File: config.mk
export PLATFORM = sky130hd
export DESIGN_NAME = serial_subtractor
export DESIGN_NICKNAME = d
export VERILOG_FILES = /design/src/rtl/serial_subtractor.sv
export SDC_FILE = /design/constraint.sdc
export NUM_CORES = 1
export LEC_CHECK = 0
export CELL_PAD_IN_SITES_DETAIL_PLACEMENT = 1
export CELL_PAD_IN_SITES_GLOBAL_PLACEMENT = 1
export CORE_UTILIZATION = 30
export CTS_BUF_LIST = sky130_fd_sc_hd__clkbuf_4
export DETAILED_ROUTE_END_ITERATION = 10
export GPL_TIMING_DRIVEN = 0
export PLACE_DENSITY_LB_ADDON = 0.15
export SETUP_SLACK_MARGIN = 0.5
export SKIP_LAST_GASP = 1
export SLEW_MARGIN = 20
export SYNTH_ARGS = -nofsm -noshare
export SYNTH_HDL_FRONTEND = slang
export SYNTH_SLANG_ARGS = --single-unit
File: constraint.sdc
create_clock -name clk -period 3.14 [get_ports clk]
set_input_delay 0.785 -clock clk [delete_from_list [all_inputs] [get_ports clk]]
set_output_delay 0.785 -clock clk [all_outputs]
set_load 0.005 [all_outputs]
File: src/rtl/serial_subtractor.sv
// serial_subtractor: bit-serial WIDTH-bit subtractor, diff = a - b.
// One full-subtractor cell handles a single bit per clock, LSB first, with
// the borrow carried between cycles in a register. The controller sees a
// start/busy/done handshake and may issue a new start in the DONE cycle.
// Optional feature macro: SERIAL_SUB_OVF_EN adds the signed-overflow output ovf.
module serial_subtractor #(
  parameter int WIDTH = 4
) (
  input  logic             clk,
  input  logic             rst_n,
  input  logic             start,
  input  logic [WIDTH-1:0] a,
  input  logic [WIDTH-1:0] b,
  output logic             busy,
  output logic             done,
  output logic [WIDTH-1:0] diff,
  output logic             borrow
`ifdef SERIAL_SUB_OVF_EN
  ,
  output logic             ovf
`endif
);

  // One extra counter bit so the count never wraps within an operation.
  localparam int CW = $clog2(WIDTH) + 1;

  typedef enum logic [1:0] {IDLE, RUN, DONE} state_t;

  state_t           state_reg;
  logic [WIDTH-1:0] a_sh_reg;
  logic [WIDTH-1:0] b_sh_reg;
  // Only WIDTH-1 partial bits need storing; the last bit goes straight to diff.
  logic [WIDTH-2:0] res_sh_reg;
  logic             bw_reg;
  logic [CW-1:0]    cnt_reg;
  logic             busy_reg;
  logic             done_reg;
  logic [WIDTH-1:0] diff_reg;
  logic             borrow_reg;
`ifdef SERIAL_SUB_OVF_EN
  logic             ovf_reg;
`endif

  logic             a_bit;
  logic             b_bit;
  logic             d_bit;
  logic             bw_next;
  logic [WIDTH-1:0] shifted;
  logic             last_bit;
  logic             accept;

  // Full-subtractor cell on the current LSBs plus handshake decode.
  always_comb begin
    a_bit    = a_sh_reg[0];
    b_bit    = b_sh_reg[0];
    d_bit    = a_bit ^ b_bit ^ bw_reg;
    bw_next  = (~a_bit & b_bit) | (~(a_bit ^ b_bit) & bw_reg);
    shifted  = {d_bit, res_sh_reg};
    last_bit = (cnt_reg == CW'(WIDTH - 1));
    accept   = start && ((state_reg == IDLE) || (state_reg == DONE));
  end

  // Control FSM, datapath shift registers and registered result outputs.
  always_ff @(posedge clk or negedge rst_n) begin
    if (!rst_n) begin
      state_reg  <= IDLE;
      a_sh_reg   <= '0;
      b_sh_reg   <= '0;
      res_sh_reg <= '0;
      bw_reg     <= 1'b0;
      cnt_reg    <= '0;
      busy_reg   <= 1'b0;
      done_reg   <= 1'b0;
      diff_reg   <= '0;
      borrow_reg <= 1'b0;
`ifdef SERIAL_SUB_OVF_EN
      ovf_reg    <= 1'b0;
`endif
    end else if (accept) begin
      // New operation from IDLE or back-to-back from DONE.
      state_reg  <= RUN;
      a_sh_reg   <= a;
      b_sh_reg   <= b;
      res_sh_reg <= '0;
      bw_reg     <= 1'b0;
      cnt_reg    <= '0;
      busy_reg   <= 1'b1;
      done_reg   <= 1'b0;
    end else begin
      case (state_reg)
        RUN: begin
          a_sh_reg   <= a_sh_reg >> 1;
          b_sh_reg   <= b_sh_reg >> 1;
          res_sh_reg <= shifted[WIDTH-1:1];
          bw_reg     <= bw_next;
          cnt_reg    <= cnt_reg + CW'(1);
          if (last_bit) begin
            // Results are published only here, so no partial value is visible.
            state_reg  <= DONE;
            busy_reg   <= 1'b0;
            done_reg   <= 1'b1;
            diff_reg   <= shifted;
            borrow_reg <= bw_next;
`ifdef SERIAL_SUB_OVF_EN
            // On the last bit the shift registers hold the original MSBs.
            ovf_reg    <= (a_bit ^ b_bit) & (a_bit ^ d_bit);
`endif
          end
        end
        DONE: begin
          state_reg <= IDLE;
          busy_reg  <= 1'b0;
          done_reg  <= 1'b0;
        end
        default: begin
          state_reg <= IDLE;
          busy_reg  <= 1'b0;
          done_reg  <= 1'b0;
        end
      endcase
    end
  end

  assign busy   = busy_reg;
  assign done   = done_reg;
  assign diff   = diff_reg;
  assign borrow = borrow_reg;
`ifdef SERIAL_SUB_OVF_EN
  assign ovf    = ovf_reg;
`endif

endmodule

# ---- Word level (Yosys, flattened, before mapping)
# Index checks and enable logic that the tools add are counted.
dict set report word_totals {
  reg_bits 24
  in_bits 11
  out_inout_bits 7
  elab_cells 47
}
dict set report classes {
  n_addsub 1
  eq_ne 4
  n_mux 19
  bitwise 8
  n_reduce_logical 5
}
# cell count
set ops {}
lappend ops {{4-bit two-way mux} 4}
lappend ops {{3-bit two-way mux} 4}
lappend ops {{1-bit two-way mux} 8}
lappend ops {{2-bit two-way mux} 3}
lappend ops {{3-bit by 1-bit adder with 3-bit output (second input constant)} 1}
lappend ops {{3-bit by 2-bit == test with 1-bit output (second input constant)} 1}
lappend ops {{3-bit != test (second input constant)} 1}
lappend ops {{1-bit NOT} 3}
lappend ops {{3-bit AND reduction} 1}
lappend ops {{1-bit AND} 2}
lappend ops {{2-bit by 1-bit == test with 1-bit output (second input constant)} 1}
lappend ops {{2-bit == test (second input constant)} 1}
lappend ops {{2-bit logical NOT} 1}
lappend ops {{2-bit nonzero test} 1}
lappend ops {{1-bit XOR} 2}
lappend ops {{1-bit logical AND} 1}
lappend ops {{1-bit logical OR} 1}
lappend ops {{1-bit bitwise OR} 1}

# ---- Depth between registers and ports, before layout
dict set report depth {
  word_depth 6
  ltp_mapped 5
  depth_no_buf 5
}

# ---- Worst setup path after synthesis
# OpenSTA, ideal clock, no wires.
dict set report synth_timing {
  path_kind {reg-to-reg}
  startpoint {register a_sh_reg[0]}
  endpoint {register res_sh_reg[2]}
  setup_ns 0.121
  arrival_time_ns 1.302
  required_ns 3.019
  setup_slack_ns 1.717
  path_stages_with_launch 4
  n_path_buf 0
  period_less_slack_ns 1.423
  cell_sequence {dfrtp_1 -> fa_1 -> mux2_4 -> a22o_1}
}
dict set report synth_via {
  elab_chain_cells 4
}
# element line
set synth_lines {}
lappend synth_lines {{start: declaration} 30} ;# logic [WIDTH-1:0] a_sh_reg;
lappend synth_lines {{start signal: assignment} 92} ;# a_sh_reg <= a_sh_reg >> 1;
lappend synth_lines {{1-bit XOR (2 in series)} 56} ;# d_bit = a_bit ^ b_bit ^ bw_reg;
lappend synth_lines {{net d_bit} 46} ;# logic d_bit;
lappend synth_lines {{3-bit two-way mux} 90} ;# case (state_reg)
lappend synth_lines {{3-bit two-way mux} 79} ;# end else if (accept) begin
lappend synth_lines {{end signal: assignment} 94} ;# res_sh_reg <= shifted[WIDTH-1:1];
lappend synth_lines {{end: declaration} 33} ;# logic [WIDTH-2:0] res_sh_reg;
# The timed path passes the listed nets, and every way through them passes these cells. The select of a mux whose other input is x is not followed.
# A chain may end at the register's enable or synchronous reset.

==> flow_summary.toml <==
[worst_setup_path]
slowest_stage = "clkdlybuf4s50_1"
start_kind = "flip-flop"
critPathMaxFanout = 3
r2r_slack_ns = 1.66
cp_cell_sequence = "clkdlybuf4s50_1"
path_buf_inv = 1
cp.required_ns = 2.35
cp.arrival_ns = 1.23
criticalPathCategory = "flip-flop to output pin"
end_kind = "output pin"
path_delay_family = "buffers and inverters"
slowest_delay_ns = 0.51

[logic_synthesis]
syn-num-nets = 106
synth_edf_count = 0
syn_area_per_cell_um2 = 12.4
ys_seq_elements = 22
synthCells = 92
async_reset_ff_share_pct = 100
ys_warn_count = 0
yosysUniqueCellTypes = 24
synth-seq-area-share_pct = 48.1
netlist_area_um2 = 1140
synth_ff_type = "dfrtp_1"

[placement]
dp_hpwl_um = 1650
place_congestion = 0.650
post_dp_cell_area_um2 = 1380
portBuffers = 17

[timing]
rsz0062_at_grt = "false"
hold_viol_final = 0
finalCritPeriodShare_pct = 64.2
min_period_ns = 2.01
setup_violations = 0
holdWs_ns = 0.437
slew_violations = 0
tns_ns = 0
clock.fmax_ghz = 0.496
worst_pin_slew_ns = 0.519
clock_skew_ns = 0.00275
maxSlewHeadroom_pct = 65.4

[global_route]
grt_max_degree = 23
overflow = 0
antenna_found_initial = 0
grt_pass1_wl_um = 4120
grt_pass1_vias = 840
grt_usage_pct = 12.9

[layout]
layout_commonest_cell = "dfrtp_1"
final_cell_mix = "dfrtp_1, clkdlybuf4s50_1, mux2_4"
fillCellCount = 421
multiInputGateArea_um2 = 519
syn_to_final_growth_pct = 22.0
nets = 128
seq_area_um2 = 551
drive_above_1_share_pct = 18.6
post-route-cell-area_um2 = 1400
antenna_cells = 0

[min_path]
hp-class = "primary input to async pin"

[drt]
routed_wirelength_um = 2290
drc = 0
vias = 773
dr.pass1.iters = 4
initialDrtViolationCount = 21
postRouteAntennaNets = 0
routed_via_density = 4.80
wl_per_cell_um = 14.2

[clocking]
cts_tree = "built"
clockRootBuffer = "clkbuf_4"
numCtsBuffers = 3
cts_hold_buffers = 0
clkSinkCount = 22
clockBufferDepth = 2
clock_insertion_delay_worst_skew_ns = 0.30
path_clk_slew_ns = 0.13
ctsResizeCount = 0
post_cts_buffers = 0
htree_num_levels = 1

[pwr]
finalPower_mw = 1.32
ir_drop_mv = 0.337
leakagePower_nw = 0.622
powerDensity_nw_per_um2 = 946

[run]
maxCapViolCount = 0

[status]
status = "finished, final reports clean"

[floorplanning]
dieArea_um2 = 4070
num_rows = 22
die_w_um = 63.8
core_um2 = 3660
die_h_um = 63.8
boundaryPins = 18
start_util_pct = 31.3
stage by stage:
stage / instances / utilization, % / setup WS [ns]
floorplan: 92 / - / 1.72
global placement: 157 / 37.6 / 1.03
CTS: 161 / 38.3 / 1.10
detailed placement: 157 / 37.6 / 1.02
global route: 161 / 38.1 / 1.05
finish: 161 / 38.1 / 1.13
per-layer routing:
metal | share of wire (%) | wire length, µm | global-route usage, %
met1 | 48 | 1110 | 17.8
met4 | 0.31 | 7 | 2.56
met3 | 3.1 | 71 | 2.14
met5 | 0 | 0 | 0
met2 | 48 | 1100 | 21.3
cell usage after synthesis, drive strengths merged (2+ instances only):
cell    number  area (µm²)
a211oi       5        37.5
a21oi        7        35.0
a22o         7        61.3
buf          6        60.1
dfrtp       22         551
ha           2        25.0
inv          4        15.0
mux2         9         135
mux2i        7        70.1
nand2        3        11.3
nand3        2        10.0
nor2         3        13.8
nor2b        5        31.3
o21ai        5        25.0
worst paths after layout:
path | to | cells past startpoint | start
max in group asynchronous | b_sh_reg[0] | 1 | rst_n
setup / recovery | done | 1 | state_reg[1]
min in group clk | borrow | 2 | borrow
hold reg to reg | borrow | 2 | borrow
hold / removal | state_reg[1] | 1 | rst_n
setup reg to reg | res_sh_reg[2] | 3 | a_sh_reg[0]
final cells by class:
cell class | instances | share of cell area, %
plain buffers | 6 | 4.30
clock buffers | 3 | 1.61
clock inverters | 1 | 0.269
inverters | 4 | 1.08
multi-input cells | 60 | 37.2
flip-flops and latches | 22 | 39.4
well taps | 48 | 4.30
repair buffers | 17 | 11.8
where the power goes:
part | total [mW] | internal [mW] | switching [mW]
Sequential | 0.505 | 0.412 | 0.0931
Combinational | 0.683 | 0.415 | 0.268
Clock | 0.133 | 0.0463 | 0.0864
Total | 1.32 | 0.873 | 0.448
kinds of logic after synthesis:
logic type | count (synthesis) | synth area share, %
compound gates | 25 | 14.5
xor+xnor | 1 | 0.765
fa+ha+maj | 3 | 3.93
flops | 22 | 48.1
simple gates | 15 | 8.20
mux | 16 | 17.9
buf+inv | 10 | 6.56
Power figures use the tool's default switching activity.
